### src/rtl/issue_stage_if.sv
// Bundle of the decode-side, register-file and execute-side signals of the issue stage.
// The stage itself connects through the slave modport; the surrounding pipeline uses master.
interface issue_stage_if #(
  parameter int XLEN = 32,
  parameter int OPW  = 8
);
  logic            flush;
  logic            in_valid;
  logic            in_ready;
  logic [OPW-1:0]  in_op;
  logic [XLEN-1:0] in_pc;
  logic [XLEN-1:0] in_imm;
  logic            in_use_imm;
  logic            in_rs1_en;
  logic [4:0]      in_rs1;
  logic            in_rs2_en;
  logic [4:0]      in_rs2;
  logic            in_rd_en;
  logic [4:0]      in_rd;
  logic            rf_r0_valid;
  logic [4:0]      rf_r0_ad;
  logic            rf_r1_valid;
  logic [4:0]      rf_r1_ad;
  logic [XLEN-1:0] rf_r0_data;
  logic [XLEN-1:0] rf_r1_data;
  logic            rf_r_v;
  logic            rf_block_rd;
  logic [4:0]      rf_rd;
  logic            out_valid;
  logic            out_ready;
  logic [OPW-1:0]  out_op;
  logic [XLEN-1:0] out_pc;
  logic [XLEN-1:0] out_a;
  logic [XLEN-1:0] out_b;
  logic            out_rd_en;
  logic [4:0]      out_rd;
  logic [31:0]     stall_cnt;
  logic            dbg_state;

  modport slave (
    input  flush, in_valid, in_op, in_pc, in_imm, in_use_imm,
           in_rs1_en, in_rs1, in_rs2_en, in_rs2, in_rd_en, in_rd,
           rf_r0_data, rf_r1_data, rf_r_v, out_ready,
    output in_ready, rf_r0_valid, rf_r0_ad, rf_r1_valid, rf_r1_ad,
           rf_block_rd, rf_rd, out_valid, out_op, out_pc, out_a, out_b,
           out_rd_en, out_rd, stall_cnt, dbg_state
  );

  modport master (
    output flush, in_valid, in_op, in_pc, in_imm, in_use_imm,
           in_rs1_en, in_rs1, in_rs2_en, in_rs2, in_rd_en, in_rd,
           rf_r0_data, rf_r1_data, rf_r_v, out_ready,
    input  in_ready, rf_r0_valid, rf_r0_ad, rf_r1_valid, rf_r1_ad,
           rf_block_rd, rf_rd, out_valid, out_op, out_pc, out_a, out_b,
           out_rd_en, out_rd, stall_cnt, dbg_state
  );
endinterface

### src/rtl/issue_stage.sv
// Single-entry issue stage: holds one decoded instruction, reads operands once the
// register file reports them not busy, and hands them to execute through a registered slot.
module issue_stage #(
  parameter int XLEN = 32,
  parameter int OPW  = 8
) (
  input logic         clk,
  input logic         rst,
  issue_stage_if.slave io
);
  // Handshakes: a transfer happens on a rising clk edge where valid & ready are both 1;
  // valid never depends combinationally on ready, and out_* are held while out_valid & ~out_ready.
  typedef enum logic {S_IDLE = 1'b0, S_WAIT = 1'b1} state_t;

  state_t state, state_nxt;

  logic [OPW-1:0]  h_op;
  logic [XLEN-1:0] h_pc;
  logic [XLEN-1:0] h_imm;
  logic            h_use_imm;
  logic            h_rs1_en;
  logic [4:0]      h_rs1;
  logic            h_rs2_en;
  logic [4:0]      h_rs2;
  logic            h_rd_en;
  logic [4:0]      h_rd;

  logic slot_free;
  logic issue;
  logic accept;

  assign slot_free    = ~io.out_valid | io.out_ready;
  assign issue        = (state == S_WAIT) & io.rf_r_v & slot_free & ~io.flush;
  assign accept       = io.in_valid & io.in_ready;
  assign io.dbg_state = state;

  // State register
  always_ff @(posedge clk or posedge rst) begin
    if (rst) state <= S_IDLE;
    else     state <= state_nxt;
  end

  // Next-state logic
  always_comb begin
    state_nxt = state;
    if (io.flush)  state_nxt = S_IDLE;
    else if (accept) state_nxt = S_WAIT;
    else if (issue)  state_nxt = S_IDLE;
  end

  // Output logic: read ports only reflect the hold register while it is full
  always_comb begin
    io.in_ready    = ((state == S_IDLE) | issue) & ~io.flush & ~rst;
    io.rf_r0_valid = 1'b0;
    io.rf_r0_ad    = '0;
    io.rf_r1_valid = 1'b0;
    io.rf_r1_ad    = '0;
    io.rf_block_rd = issue & h_rd_en & (h_rd != 5'd0);
    io.rf_rd       = h_rd;
    if (state == S_WAIT) begin
      io.rf_r0_valid = h_rs1_en;
      io.rf_r0_ad    = h_rs1;
      io.rf_r1_valid = h_rs2_en & ~h_use_imm;
      io.rf_r1_ad    = h_rs2;
    end
  end

  always_ff @(posedge clk or posedge rst) begin
    if (rst) begin
      h_op      <= '0;
      h_pc      <= '0;
      h_imm     <= '0;
      h_use_imm <= 1'b0;
      h_rs1_en  <= 1'b0;
      h_rs1     <= '0;
      h_rs2_en  <= 1'b0;
      h_rs2     <= '0;
      h_rd_en   <= 1'b0;
      h_rd      <= '0;
    end else if (io.flush) begin
      h_op      <= '0;
      h_pc      <= '0;
      h_imm     <= '0;
      h_use_imm <= 1'b0;
      h_rs1_en  <= 1'b0;
      h_rs1     <= '0;
      h_rs2_en  <= 1'b0;
      h_rs2     <= '0;
      h_rd_en   <= 1'b0;
      h_rd      <= '0;
    end else if (accept) begin
      h_op      <= io.in_op;
      h_pc      <= io.in_pc;
      h_imm     <= io.in_imm;
      h_use_imm <= io.in_use_imm;
      h_rs1_en  <= io.in_rs1_en;
      h_rs1     <= io.in_rs1;
      h_rs2_en  <= io.in_rs2_en;
      h_rs2     <= io.in_rs2;
      h_rd_en   <= io.in_rd_en;
      h_rd      <= io.in_rd;
    end
  end

  // Output slot; x0 always reads as zero regardless of what the register file returns
  always_ff @(posedge clk or posedge rst) begin
    if (rst) begin
      io.out_valid <= 1'b0;
      io.out_op    <= '0;
      io.out_pc    <= '0;
      io.out_a     <= '0;
      io.out_b     <= '0;
      io.out_rd_en <= 1'b0;
      io.out_rd    <= '0;
    end else if (io.flush) begin
      io.out_valid <= 1'b0;
    end else if (issue) begin
      io.out_valid <= 1'b1;
      io.out_op    <= h_op;
      io.out_pc    <= h_pc;
      io.out_a     <= (h_rs1_en && h_rs1 != 5'd0) ? io.rf_r0_data : '0;
      io.out_b     <= h_use_imm ? h_imm :
                      ((h_rs2_en && h_rs2 != 5'd0) ? io.rf_r1_data : '0);
      io.out_rd_en <= h_rd_en;
      io.out_rd    <= h_rd;
    end else if (io.out_valid & io.out_ready) begin
      io.out_valid <= 1'b0;
    end
  end

  // Only operand-not-ready waits are counted; a full output slot is back-pressure, not a hazard
  always_ff @(posedge clk or posedge rst) begin
    if (rst) io.stall_cnt <= '0;
    else if ((state == S_WAIT) && !io.rf_r_v && !io.flush && (io.stall_cnt != 32'hFFFF_FFFF))
      io.stall_cnt <= io.stall_cnt + 32'd1;
  end
endmodule

### src/flat_wrapper.sv
// flat-port wrapper written by rule: the top's interface ports become plain ports
module issue_stage_flat 
#(
  parameter int XLEN = 32,
  parameter int OPW  = 8
)
  (clk, rst, io_flush, io_in_valid, io_in_op, io_in_pc, io_in_imm, io_in_use_imm, io_in_rs1_en, io_in_rs1, io_in_rs2_en, io_in_rs2, io_in_rd_en, io_in_rd, io_rf_r0_data, io_rf_r1_data, io_rf_r_v, io_out_ready, io_in_ready, io_rf_r0_valid, io_rf_r0_ad, io_rf_r1_valid, io_rf_r1_ad, io_rf_block_rd, io_rf_rd, io_out_valid, io_out_op, io_out_pc, io_out_a, io_out_b, io_out_rd_en, io_out_rd, io_stall_cnt, io_dbg_state);
  issue_stage_if #(.XLEN(XLEN), .OPW(OPW)) io_i ();
  input logic clk;
  input logic rst;
  input wire logic [$bits(io_i.flush)-1:0] io_flush;
  input wire logic [$bits(io_i.in_valid)-1:0] io_in_valid;
  input wire logic [$bits(io_i.in_op)-1:0] io_in_op;
  input wire logic [$bits(io_i.in_pc)-1:0] io_in_pc;
  input wire logic [$bits(io_i.in_imm)-1:0] io_in_imm;
  input wire logic [$bits(io_i.in_use_imm)-1:0] io_in_use_imm;
  input wire logic [$bits(io_i.in_rs1_en)-1:0] io_in_rs1_en;
  input wire logic [$bits(io_i.in_rs1)-1:0] io_in_rs1;
  input wire logic [$bits(io_i.in_rs2_en)-1:0] io_in_rs2_en;
  input wire logic [$bits(io_i.in_rs2)-1:0] io_in_rs2;
  input wire logic [$bits(io_i.in_rd_en)-1:0] io_in_rd_en;
  input wire logic [$bits(io_i.in_rd)-1:0] io_in_rd;
  input wire logic [$bits(io_i.rf_r0_data)-1:0] io_rf_r0_data;
  input wire logic [$bits(io_i.rf_r1_data)-1:0] io_rf_r1_data;
  input wire logic [$bits(io_i.rf_r_v)-1:0] io_rf_r_v;
  input wire logic [$bits(io_i.out_ready)-1:0] io_out_ready;
  output wire logic [$bits(io_i.in_ready)-1:0] io_in_ready;
  output wire logic [$bits(io_i.rf_r0_valid)-1:0] io_rf_r0_valid;
  output wire logic [$bits(io_i.rf_r0_ad)-1:0] io_rf_r0_ad;
  output wire logic [$bits(io_i.rf_r1_valid)-1:0] io_rf_r1_valid;
  output wire logic [$bits(io_i.rf_r1_ad)-1:0] io_rf_r1_ad;
  output wire logic [$bits(io_i.rf_block_rd)-1:0] io_rf_block_rd;
  output wire logic [$bits(io_i.rf_rd)-1:0] io_rf_rd;
  output wire logic [$bits(io_i.out_valid)-1:0] io_out_valid;
  output wire logic [$bits(io_i.out_op)-1:0] io_out_op;
  output wire logic [$bits(io_i.out_pc)-1:0] io_out_pc;
  output wire logic [$bits(io_i.out_a)-1:0] io_out_a;
  output wire logic [$bits(io_i.out_b)-1:0] io_out_b;
  output wire logic [$bits(io_i.out_rd_en)-1:0] io_out_rd_en;
  output wire logic [$bits(io_i.out_rd)-1:0] io_out_rd;
  output wire logic [$bits(io_i.stall_cnt)-1:0] io_stall_cnt;
  output wire logic [$bits(io_i.dbg_state)-1:0] io_dbg_state;
  assign io_i.flush = io_flush;
  assign io_i.in_valid = io_in_valid;
  assign io_i.in_op = io_in_op;
  assign io_i.in_pc = io_in_pc;
  assign io_i.in_imm = io_in_imm;
  assign io_i.in_use_imm = io_in_use_imm;
  assign io_i.in_rs1_en = io_in_rs1_en;
  assign io_i.in_rs1 = io_in_rs1;
  assign io_i.in_rs2_en = io_in_rs2_en;
  assign io_i.in_rs2 = io_in_rs2;
  assign io_i.in_rd_en = io_in_rd_en;
  assign io_i.in_rd = io_in_rd;
  assign io_i.rf_r0_data = io_rf_r0_data;
  assign io_i.rf_r1_data = io_rf_r1_data;
  assign io_i.rf_r_v = io_rf_r_v;
  assign io_i.out_ready = io_out_ready;
  assign io_in_ready = io_i.in_ready;
  assign io_rf_r0_valid = io_i.rf_r0_valid;
  assign io_rf_r0_ad = io_i.rf_r0_ad;
  assign io_rf_r1_valid = io_i.rf_r1_valid;
  assign io_rf_r1_ad = io_i.rf_r1_ad;
  assign io_rf_block_rd = io_i.rf_block_rd;
  assign io_rf_rd = io_i.rf_rd;
  assign io_out_valid = io_i.out_valid;
  assign io_out_op = io_i.out_op;
  assign io_out_pc = io_i.out_pc;
  assign io_out_a = io_i.out_a;
  assign io_out_b = io_i.out_b;
  assign io_out_rd_en = io_i.out_rd_en;
  assign io_out_rd = io_i.out_rd;
  assign io_stall_cnt = io_i.stall_cnt;
  assign io_dbg_state = io_i.dbg_state;
  issue_stage #(.XLEN(XLEN), .OPW(OPW)) u_core (.clk(clk), .rst(rst), .io(io_i));
endmodule
### config.mk
export PLATFORM = sky130hd
export DESIGN_NAME = issue_stage_flat
export DESIGN_NICKNAME = d
export VERILOG_FILES = /design/src/rtl/issue_stage_if.sv /design/src/rtl/issue_stage.sv /design/src/flat_wrapper.sv
export SDC_FILE = /design/constraint.sdc
export NUM_CORES = 1
export LEC_CHECK = 0
export CAP_MARGIN = 20
export CORE_UTILIZATION = 50
export DETAILED_ROUTE_END_ITERATION = 16
export HOLD_SLACK_MARGIN = 0.03
export PLACE_DENSITY = 0.94
export SLEW_MARGIN = 20
export SYNTH_ARGS = -nofsm -noshare
export SYNTH_HDL_FRONTEND = slang
export SYNTH_SLANG_ARGS = --single-unit
### constraint.sdc
create_clock -name clk -period 22.6 [get_ports clk]
set_input_delay 4.52 -clock clk [delete_from_list [all_inputs] [get_ports clk]]
set_output_delay 4.52 -clock clk [all_outputs]
set_load 0.01 [all_outputs]
==> results of run 1 <==
==> sequential cells by signal, summed over array words and instances, names as in the netlist, 5 cells and up <==
| register | count |
|---|---|
| u_core.io.out_a | 32 |
| u_core.h_rs2 | 5 |
| u_core.io.out_pc | 32 |
| u_core.h_imm | 32 |
| u_core.io.out_rd | 5 |
| u_core.io.out_b | 32 |
| u_core.h_op | 8 |
| u_core.io.stall_cnt | 32 |
| u_core.h_pc | 32 |
| u_core.io.out_op | 8 |
| u_core.io.rf_rd | 5 |
| u_core.h_rs1 | 5 |
==> power by group through the flow <==
stage	Clock, uW	Combinational [uW]	Sequential (uW)
final	377	190	493
after global routing	401	205	497
after CTS	382	192	493
after detailed placement	0	190	499
after global placement	0	184	497
after floorplan	0	55.5	508
==> stage by stage <==
stage          std cells  total power, uW
2_1_floorplan       1050              564
3_3_place_gp        1581              681
4_1_cts             1623             1070
5_1_grt             1626             1100
6_report            1627             1060
3_5_place_dp        1581              689
==> layer usage <==
layer  vias up  share of wire (%)
li1       4023                  -
met1      4259                 37
met2       473                 50
met3       115                8.6
met4         2                5.1
met5         -              0.043
==> cells in the mapped netlist (all sizes together), types with 4 or more instances <==
library cell,number
inv,6
xor2,25
xnor2,6
a221oi,32
buf,18
dfrtp,235
nor2,77
and2,11
nand3,14
nand2,308
nor3,13
nor4b,4
nand2b,93
nor4,8
clkbuf,50
o21ai,124
==> placed cells by master (no fill, tap or decap), types with 4 or more instances in the layout <==
master           synthesis  final
a221oi_1                32     32
and2_1                  11     11
buf_4                    1     11
clkbuf_1                50      6
clkbuf_16                0     25
clkbuf_8                 0      5
clkdlybuf4s50_1          0    322
clkinv_2                 0      4
dfrtp_1                235    235
inv_1                    6      5
nand2_1                308    308
nand2b_1                93     93
nand3_1                 14     14
nor2_1                  77     76
nor3_1                  13     13
nor4_1                   6      6
o21ai_0                124    123
xnor2_1                  6      6
xor2_1                  25     25
==> cell families (layout without fill, tap and decap cells) <==
family,after synthesis,in the layout,synth area share (%)
and+or+nand+nor,546,546,24.9
DFF,235,235,59.4
AOI/OAI and AO/OA,162,162,9.66
buffers and inverters,74,383,3.03
xor gates and xnor gates,31,31,2.74
adders and majority gates,1,1,0.126
muxes,1,1,0.114
other,0,3,0
==> critical path: stages <==
cell,delay (ns)
buf_2,0.09
buf_4,0.37
nand2b_1,0.37
nor2_4,0.13
buf_4,0.48
nand2_1,0.16
a21oi_1,0.17
clkdlybuf4s50_1,0.58
==> worst paths after layout <==
| check | startpoint | depth (start not counted) | slack [ns] | to |
|---|---|---|---|---|
| min in group asynchronous | rst | 2 | 4.66 | u_core.io.stall_cnt[17] |
| max in group asynchronous | rst | 3 | 16.50 | u_core.io.out_pc[3] |
| max | io_flush | 8 | 11.18 | io_rf_block_rd |
| max reg2reg | u_core.io.out_valid | 6 | 19.43 | u_core.h_pc[15] |
| min | u_core.h_op[7] | 2 | 0.47 | u_core.io.out_op[7] |
| min reg2reg | u_core.h_op[7] | 2 | 0.47 | u_core.io.out_op[7] |
==> layout make-up <==
type	instances	area, sq um
Clock buffer	36	717
Antenna cell	3	7.51
Fill cell	1301	5390
Clock inverter	6	35.0
Sequential cell	235	5880
Inverter	6	30.0
Tap cell	265	332
Multi-Input combinational cell	741	3750
Timing Repair Buffer	335	3320
==> results.txt, run 1 <==
- Arrival @ worst endpoint: 6.90 ns
- Leak Pwr: around 0.0062 uW
- Via count of the first global-routing pass: 8,958
* Setup ws final: 11.18 ns
- For the final routed database, the setup TNS stands at 0 ns.
- Cell at the root of the clock tree: clkbuf_16
* Number of core rows: 51
- At the later pin of the worst-skew pair, clock insertion delay measures 0.51 ns.
* Post-route minimum period: between 10 and 15 ns
- Synth unique cells: 39
- Post-detailed-placement half-perimeter wirelength: 19.6 mm
- The region available for standard cell placement spans 0.0195 sq mm.
- The initial antenna violation count came to 3.
* Number of max-slew violations in the final report: 0
* Final RePlAce weighted congestion: 0.846
* Worst path required time: approximately 18 ns
- IO Pins: between 300 and 400
- Entering global routing, the biggest net connects approximately 110 pins.
- Switching Share: 25.9%
* Async set or reset register ratio after synthesis: 100%
- Clock tree from TritonCTS: built
- Post-Route WL: around 30 mm
* Met3 layer usage reported by global route: 7.48%
- Hold is met by 0.469 ns.
- Counting every net in the synthesized netlist gives 1,212.
* Maximum level of the CTS H-tree: 1
- Cell area after synthesis: 0.00990 sq mm
- The first detailed-routing pass took 5 iterations.
- The share of synthesized area in the top cell type comes to between 50 and 60%.
- Most frequently used flop master after synthesis: dfrtp_1
- Run status: finished clean
* Antenna viol nets, final: 0
* DIE WIDTH: 143 um
- STA classifies the critical path endpoint as an output port.
- After synthesis, the cell types taking the most area are dfrtp_1 59%, nand2_1 12%, o21ai_0 6.3%.
* Die H: ~140 um
- After clock tree synthesis, the clock-pin slew on the worst setup and hold paths is around 0.060 ns.
* Class of the worst hold path: reg -> reg
* Finished Cell Area: between 0.01 and 0.015 sq mm
- Remaining design rule violation count: 0
- Global-route wire length before repair: 47.0 mm
- Setup violations remaining at the end of the flow were counted as 0.
- After global routing, the most crowded layer is met2.
* Global Route met1 Usage: 34.6%
* Initial drt markers: 646
- Power per cell area: 75.3 mW/mm^2
- Power share of the sequential group: 46.5%
- Max-cap violations in this run came to 0.
- Of the available clock period, the critical path in the final layout requires 50.5%.
* Rel. slew slack: 41.8%
* Fraction of final layout cells with drive strength greater than 1: 4.42%
- Final net count: 1,505
- At the pin with the least slew margin, the transition time is about 0.87 ns.
- The detailed router placed 8,872 vias in this run.
- After synthesis, the mean cell area works out to 9.43 sq um.
- The cell count after synthesis came out at about 1,100.
- Dividing the detail-routed wire length by the instance count gives 18.5 um.
- In this run, post-CTS repair resized a total of 0 instances.
- Final count of hold timing violations: 0
- The synthesized design contains 235 register bits.
- Via density: 5.45
- Part of the total power dissipated in combinational logic: 17.9%
- Cell Int Power: 785 uW
- Global routing consumed, over all layers together, 29.6% of the routing resources.
- Number of clock buffers inserted by TritonCTS: 24
- For this design, the CTS-stage hold fixing added 0 buffers.
- Setup repair after global routing left no endpoint under its margin.
- Clk buf depth: 3
* EDFF count, synth: 0
- VDD sags by at most about 54 uV.
- Pre-CTS setup slack: between 10 and 15 ns
- Based on the critical path, the design can be clocked at up to 0.0876 GHz.
- For this configuration, the core starts out at a cell density of 50.9%.
- For this run the aggregate overflow at the end of global routing stands at 0.
- In this run the post-CTS setup repair buffer count came out at 0.
* Sink Count: 235
* Fraction of the yosys area taken by sequential cells: between 50% and 60%
- From synthesis to final layout, the design area changed by 42.1%.
- The floorplan step defined a die boundary enclosing 0.0204 sq mm.
* Buffers added on ports: about 320
* Number of warning messages in the yosys log: 0
- The worst setup path is launched from an input pin.
* Placed instance area: 0.0133 sq mm
* Worst-case clock skew: ~0.016 ns
- The critical path is of the in -> out type.
- The share of total power dissipated in the clock network is 35.5%.
- Summed over all instances, the cell type with the most area after synthesis is dfrtp_1.
* NetSw: between 200 and 300 uW
- Cells fill between 70% and 80% of the core in the end.
- Of all nets on the critical path, the largest fanout is 95.
- Global routing met2 resource utilization: approximately half
Note: power is estimated with default switching activity, not from simulation.
==> run 2, diff against run 1 <==
CORE_UTILIZATION = 42   (was 50)
PLACE_DENSITY = 0.85   (was 0.94)
clock period = 9.93 ns   (was 22.6 ns; I/O delays follow)
==> results.txt, run 2 (synthesis results as in run 1) <==
- Chain of cells forming the critical path: buf_2 > buf_4 > nand2b_1 > nor2_4 > nand2_1 > a21oi_1 > clkdlybuf4s50_1 (was buf_2 > buf_4 > nand2b_1 > nor2_4 > buf_4 > nand2_1 > a21oi_1 > clkdlybuf4s50_1).
* Clk buf depth: 3 (unchanged)
- Sink Count: 235 (unchanged)
* Worst Tran Pin Value: 0.943 ns (was 0.873 ns)
* Post-Route WL: 28.0 mm (was 30.1 mm)
* Worst-case clock skew: 0.00810 ns (was 0.0164 ns)
* Leak Pwr: 0.00620 uW (was 0.00622 uW)
* Power per cell area: 170 mW/mm^2 (was 75.3 mW/mm^2)
- The count of input and output buffers is 323 (unchanged).
* Clock latency of the later-clocked register in the worst-skew pair: 0.51 ns (about the same)
- The setup slack of the most critical reg-to-reg path is 6.80 ns (was 19.43 ns).
- The number of global-route vias before repair is 8,443 (was 8,958).
* Arrival @ worst endpoint: 4.51 ns (was 6.90 ns)
* Number of buffers added to fix hold violations after cts: 0 (unchanged)
- The floorplan die area was 0.0242 sq mm (was 0.0204 sq mm).
- Final count of hold timing violations: 0 (unchanged)
- The cell family contributing the most delay on the critical path is simple AND/OR/NAND/NOR gates (was buffers and inverters).
* Antenna viol nets, final: 0 (unchanged)
* Clock tree from TritonCTS: built (unchanged)
* First drt pass iteration count: 7 (was 5)
- IO Pins: 324 (unchanged)
* Global Route met1 Usage: 29.2% (was 34.6%)
- The total global routing overflow came to 0 (unchanged).
- Clk slew on worst S/H paths: 0.06 ns (about the same)
* Critical path's slowest cell: nor2_4 (was clkdlybuf4s50_1)
- Highest achievable clock rate: 0.154 GHz
* VDD IR-drop max: 134 uV (was 54.3 uV)
* Rel. slew slack: 37.1% (was 41.8%)
* Global-route wire length before repair: 44.6 mm (was 47.0 mm)
- The die width was 156 um (was 143 um).
- Number of clock buffers inserted by TritonCTS: 25 (was 24)
* Via density: 5.10 (was 5.45)
* Type of origin of the critical path: input pin (unchanged)
- The routing usage on met2 was 39.3% (was 50.0%).
* Run status: finished clean (unchanged)
- The post-CTS setup-driven buffer insertion count came to 0 (unchanged).
- The type of the most critical hold path was reg -> reg (unchanged).
- The total negative slack for setup checks came to 0 ns (unchanged).
- The overall track demand over capacity in global routing is 23.2% (was 29.6%).
- The area growth from synthesis to layout was 42.5% (was 42.1%).
- RSZ-0062 raised after global routing: no (unchanged)
- Highest cell delay on the worst timing path: 0.76 ns (was 0.58 ns)
* Initial cell density of the core: 43.2% (was 50.9%)
* Post-route minimum period: roughly 6.5 ns
* Die H: 156 um (was 143 um)
- Initial antenna violation count: 2 (was 3)
- CTS-repair resized insts: 0 (unchanged)
- Fraction of final layout cells with drive strength greater than 1: 4.06% (was 4.42%)
- The area of the core is 0.0229 sq mm (was 0.0195 sq mm).
- The number of inserted filler cells in the final layout is 1,826 (was 1,301).
- Crit Path Category: in -> out (unchanged)
- Post-DR wirelength/cell: 16.7 um (was 18.5 um)
* Largest net degree at the start of global routing: 161 (was 111)
* Category of the worst setup path capture point: output port (unchanged)
* Remaining design rule violation count: 0 (unchanged)
* Number of core rows: 55 (was 51)
- Final setup fails: 0 (unchanged)
- Combined area of the multi-input logic cells: 0.00376 sq mm (was 0.00375 sq mm)
- Final net count: 1,503 (was 1,505)
- The total count of max-transition violations in the final report was 0 (unchanged).
* Total via count in the routed design: 8,530 (was 8,872)
- Cell at the root of the clock tree: clkbuf_16 (unchanged)
* Worst path required time: 7.94 ns (was 18.08 ns)
- The most crowded layer after global routing is met2 (unchanged).
- Total power consumption of the routed design: 2390 uW (was 1060 uW)
- Final worst path period share: 65.4%
- The iteration-0 DRC count of the detailed router was 472 (was 646).
* Commonest non-fill, non-tap cells in the layout: 322 x clkdlybuf4s50_1, 308 x nand2_1, 235 x dfrtp_1 (unchanged)
* Max Fanout on Critical Path: 95 (unchanged)
- The number of buffer and inverter stages on the critical path is 3 (was 4).
- The number of max-cap violations was 0 (unchanged).
* Post-detailed-placement half-perimeter wirelength: 18.5 mm (was 19.6 mm)
- The area used by sequential logic in the layout was 0.00588 sq mm (unchanged).
* Most common cell after layout, fill and taps aside: clkdlybuf4s50_1 (unchanged)
- Final RePlAce weighted congestion: 0.796 (was 0.846)
- Met3 layer usage reported by global route: 5.58% (was 7.48%)
* Maximum level of the CTS H-tree: 1 (unchanged)
run 2: cell type report:
| class | instances | share of cell area [%] |
|---|---|---|
| clock inverters | 4 | 0.142 |
| clock buffers | 38 | 5.06 |
| flip-flops and latches | 235 | 41.7 |
| diodes | 3 | 0.0532 |
| inverters | 6 | 0.248 |
| well taps | 313 | 2.78 |
| multi-input cells | 741 | 26.7 |
| repair buffers | 332 | 23.4 |
run 2: worst min-delay path: stages, from the launching register on:
cell and delay [ns]:
dfrtp_1 0.34, nand2_1 0.05, nand2_1 0.05
run 2: worst paths after layout:
kind / startpoint / endpoint / cells after the start
max in group asynchronous: rst / u_core.h_imm[23] / 3
hold / removal: u_core.h_pc[23] / u_core.io.out_pc[23] / 2
setup reg to reg: u_core.io.dbg_state / u_core.io.out_a[21] / 5
min in group asynchronous: rst / u_core.io.out_b[1] / 2
setup / recovery: io_flush / io_rf_block_rd / 7
hold reg to reg: u_core.h_pc[23] / u_core.io.out_pc[23] / 2
run 2: routing by layer:
| metal | share of wire [%] | up-vias |
|---|---|---|
| li1 | - | 4017 |
| met4 | 2.9 | 0 |
| met2 | 49 | 331 |
| met1 | 41 | 4128 |
| met5 | 0 | - |
| met3 | 7.8 | 54 |
run 2: power breakdown:
group          internal (uW)  switching [uW]  total (uW)
Combinational            238             185         423
Clock                    491             359         850
Sequential              1050            69.3        1120
run 2: through the flow:
step                instances  setup WS, ns  utilization (%)  area, sq um  hold WS, ns
floorplan                1050          1.50                -         9900        0.440
global placement         1626          3.45             58.2        13300        0.446
detailed placement       1626          3.42             58.2        13300        0.453
CTS                      1668          3.41             61.4        14100        0.468
global route             1671          3.25             61.6        14100        0.483
finish                   1672          3.44             61.6        14100        0.464
==> run 3, diff against run 2 <==
CORE_UTILIZATION = 46   (was 42)
PLACE_DENSITY = 0.88   (was 0.85)
clock period = 6.7 ns   (was 9.93 ns; I/O delays follow)
==> results.txt, run 3 (synthesis results as in run 1) <==
- Run status: finished clean (unchanged)
* Worst r2r src: u_core.io.dbg_state (unchanged)
- The count of input and output buffers was 323 (unchanged).
- The power share of the clock group is 38.7% (was 35.5%).
* Global-route wire length before repair: 45.3 mm (was 44.6 mm)
- The fraction of layout cells with a size suffix above 1 is 4.84% (was 4.06%).
- The slew of the pin with the lowest slew margin came to 1.03 ns (was 0.943 ns).
- Std-Cell Core Area: 0.0211 sq mm (was 0.0229 sq mm)
- The relative max-transition margin is 31.1% (was 37.1%).
- Final worst path period share: 67.6%
- The number of max-cap violations is 0 (unchanged).
- Combined global-route utilization of all metal layers: 25.9% (was 23.2%)
* Clock latency of the later-clocked register in the worst-skew pair: 0.52 ns (was 0.51 ns)
- The endpoint of the worst-slack reg-to-reg timing path was u_core.io.out_a[24] (was u_core.io.out_a[21]).
- Highest achievable clock rate: 0.221 GHz
- The internal power summed over all cells came to 2800 uW (was 1780 uW).
* Maximum level of the CTS H-tree: 1 (unchanged)
- The number of I/O pins came to 324 (unchanged).
- The power share of the sequential group is 44.3% (was 46.8%).
* Register area: 0.00588 sq mm (unchanged)
- Commonest non-fill, non-tap cells in the layout: 322 x clkdlybuf4s50_1, 308 x nand2_1, 235 x dfrtp_1 (unchanged)
* Category of the worst setup path capture point: output port (unchanged)
- VDD IR-drop max: 171 uV (was 134 uV)
* Count of placed standard cells in the final layout, fillers left out: 1,641 (was 1,672)
- Number of max-slew violations in the final report: 0 (unchanged)
* Type of origin of the critical path: input pin (unchanged)
* Cell count after placement: 1,591 (was 1,626)
- Via count of the first global-routing pass: 8,888 (was 8,443)
- Crit Path Category: in -> out (unchanged)
* Total via count in the routed design: 8,688 (was 8,530)
- The buffer depth of the longest clock path came to 3 (unchanged).
- Global route total overflow: 0 (unchanged)
* DIE WIDTH: 149 um (was 156 um)
* Class of the worst hold path: reg -> reg (unchanged)
- Number of buffers added to fix hold violations after cts: 0 (unchanged)
- Hold Path End: u_core.io.out_pc[8] (was u_core.io.out_pc[23])
- Total negative setup slack: 0 ns (unchanged)
- Post-Route WL: 28.9 mm (was 28.0 mm)
- Antenna viol nets, final: 0 (unchanged)
* Post-DR wirelength/cell: 17.6 um (was 16.7 um)
- Number of setup buffers added after CTS: 0 (unchanged)
* Clk slew on worst S/H paths: 0.06 ns (about the same)
- The maximum number of pins on one net before global-route repair was 160 (was 161).
- Power per cell area: 263 mW/mm^2 (was 170 mW/mm^2)
- Combined area of the multi-input logic cells: 0.00376 sq mm (unchanged)
* Via density: 5.29 (was 5.10)
- The most frequent standard cell in the layout excluding fill and tap cells is clkdlybuf4s50_1 (unchanged).
- The final number of setup-violating endpoints was 0 (unchanged).
- The initial antenna violation count was 1 (was 2).
- The count of nets after finishing is 1,507 (was 1,503).
* Number of core rows: 53 (was 55)
* Post-route minimum period: 4.53 ns
- The clock sink total was 235 (unchanged).
* Number of filler cells placed in the layout: 1,626 (was 1,826)
- The launch point of the worst hold path is u_core.h_pc[8] (was u_core.h_pc[23]).
- The half-perimeter wire length of the detailed placement result was 19.0 mm (was 18.5 mm).
- The number of cells on the worst hold path is 2 (unchanged).
- Leak Pwr: 0.00628 uW (was 0.00620 uW)
* RSZ-0062 raised after global routing: no (unchanged)
* Arrival @ worst endpoint: 3.19 ns (was 4.51 ns)
- The switching power came to 943 uW (was 614 uW).
* Cell at the root of the clock tree: clkbuf_16 (unchanged)
* Worst path required time: 5.36 ns (was 7.94 ns)
- Final count of hold timing violations: 0 (unchanged)
- CTS-repair resized insts: 0 (unchanged)
* Max Fanout on Critical Path: 4 (was 95)
* Initial drt markers: 396 (was 472)
* Layout-stage area growth over the synthesis result: 43.7% (was 42.5%)
- The detailed-routing iteration count for the pre-antenna-repair pass came to 4 (was 7).
* Worst-case clock skew: 0.0107 ns (was 0.00810 ns)
- The proportion of power drawn by combinational gates came to 17.0% (was 17.7%).
- Die H: 149 um (was 156 um)
* Clock tree from TritonCTS: built (unchanged)
* Logic depth of the worst register-to-register path: 6 (was 5)
- The detailed-route DRC error count was 0 (unchanged).
- Number of clock buffers inserted by TritonCTS: 26 (was 25)
- Total power consumption of the routed design: 3740 uW (was 2390 uW)
* Switching Share: 25.2% (was 25.6%)
* Final Hold Slack: 0.465 ns (was 0.464 ns)
- The floorplan die area was 0.0221 sq mm (was 0.0242 sq mm).
* Initial cell density of the core: 47.0% (was 43.2%)
- Final RePlAce weighted congestion: 0.826 (was 0.796)
- Setup slack on the worst flop-to-flop path: 3.55 ns (was 6.80 ns)
[run 3: routing by layer]
layer	GRT usage (%)	part of all wire, %	vias to the layer above	routed length (um)
met3	5.23	7.7	74	2240
li1	-	-	4025	-
met5	0	0	-	0
met4	11.6	4.5	0	1320
met2	45.7	50	357	14600
met1	30.6	37	4232	10800
[run 3: how the worst max path moves through the flow]
| stage | from | to | slack (ns) | depth (start not counted) |
|---|---|---|---|---|
| final | io_rf_r_v | io_rf_block_rd | 2.17 | 6 |
| after global routing | io_out_ready | io_rf_block_rd | 2.14 | 7 |
| after CTS | io_out_ready | io_rf_block_rd | 2.16 | 7 |
| after detailed placement | io_out_ready | io_rf_block_rd | 2.21 | 7 |
| after global placement | io_out_ready | io_rf_block_rd | 2.24 | 7 |
| after floorplan | rst | u_core.h_imm[0] | 2.28 | 1 |
[run 3: per-stage QoR]
| step | setup WS (ns) | util, % | area, sq um |
|---|---|---|---|
| after CTS | 2.16 | 67.4 | 14200 |
| final | 2.17 | 67.5 | 14200 |
| after detailed placement | 2.21 | 63.2 | 13300 |
| after global routing | 2.14 | 67.5 | 14200 |
| after floorplan | 2.28 | - | 9910 |
| after global placement | 2.24 | 63.2 | 13300 |
[run 3: power groups by stage]
stage	combinational, uW	clock (uW)	sequential [uW]
finish	636	1450	1660
floorplan	187	0	1710
global placement	623	0	1670
detailed placement	639	0	1680
global route	687	1540	1670
CTS	644	1470	1660
[run 3: final cells by class]
type / instances / area share [%]
clock buffer: 40 / 5.51
tap: 275 / 2.42
clock inverter: 8 / 0.694
timing repair buffer: 335 / 23.4
inverter: 6 / 0.185
sequential: 235 / 41.3
multi-input combinational: 741 / 26.4
antenna: 1 / 0.0176
[run 3: critical path: stages]
cell and delay [ns]:
clkdlybuf4s50_1 0.56, nand2_1 0.24, nor2_4 0.23, nand2_1 0.12, a21oi_1 0.14, clkdlybuf4s50_1 0.56
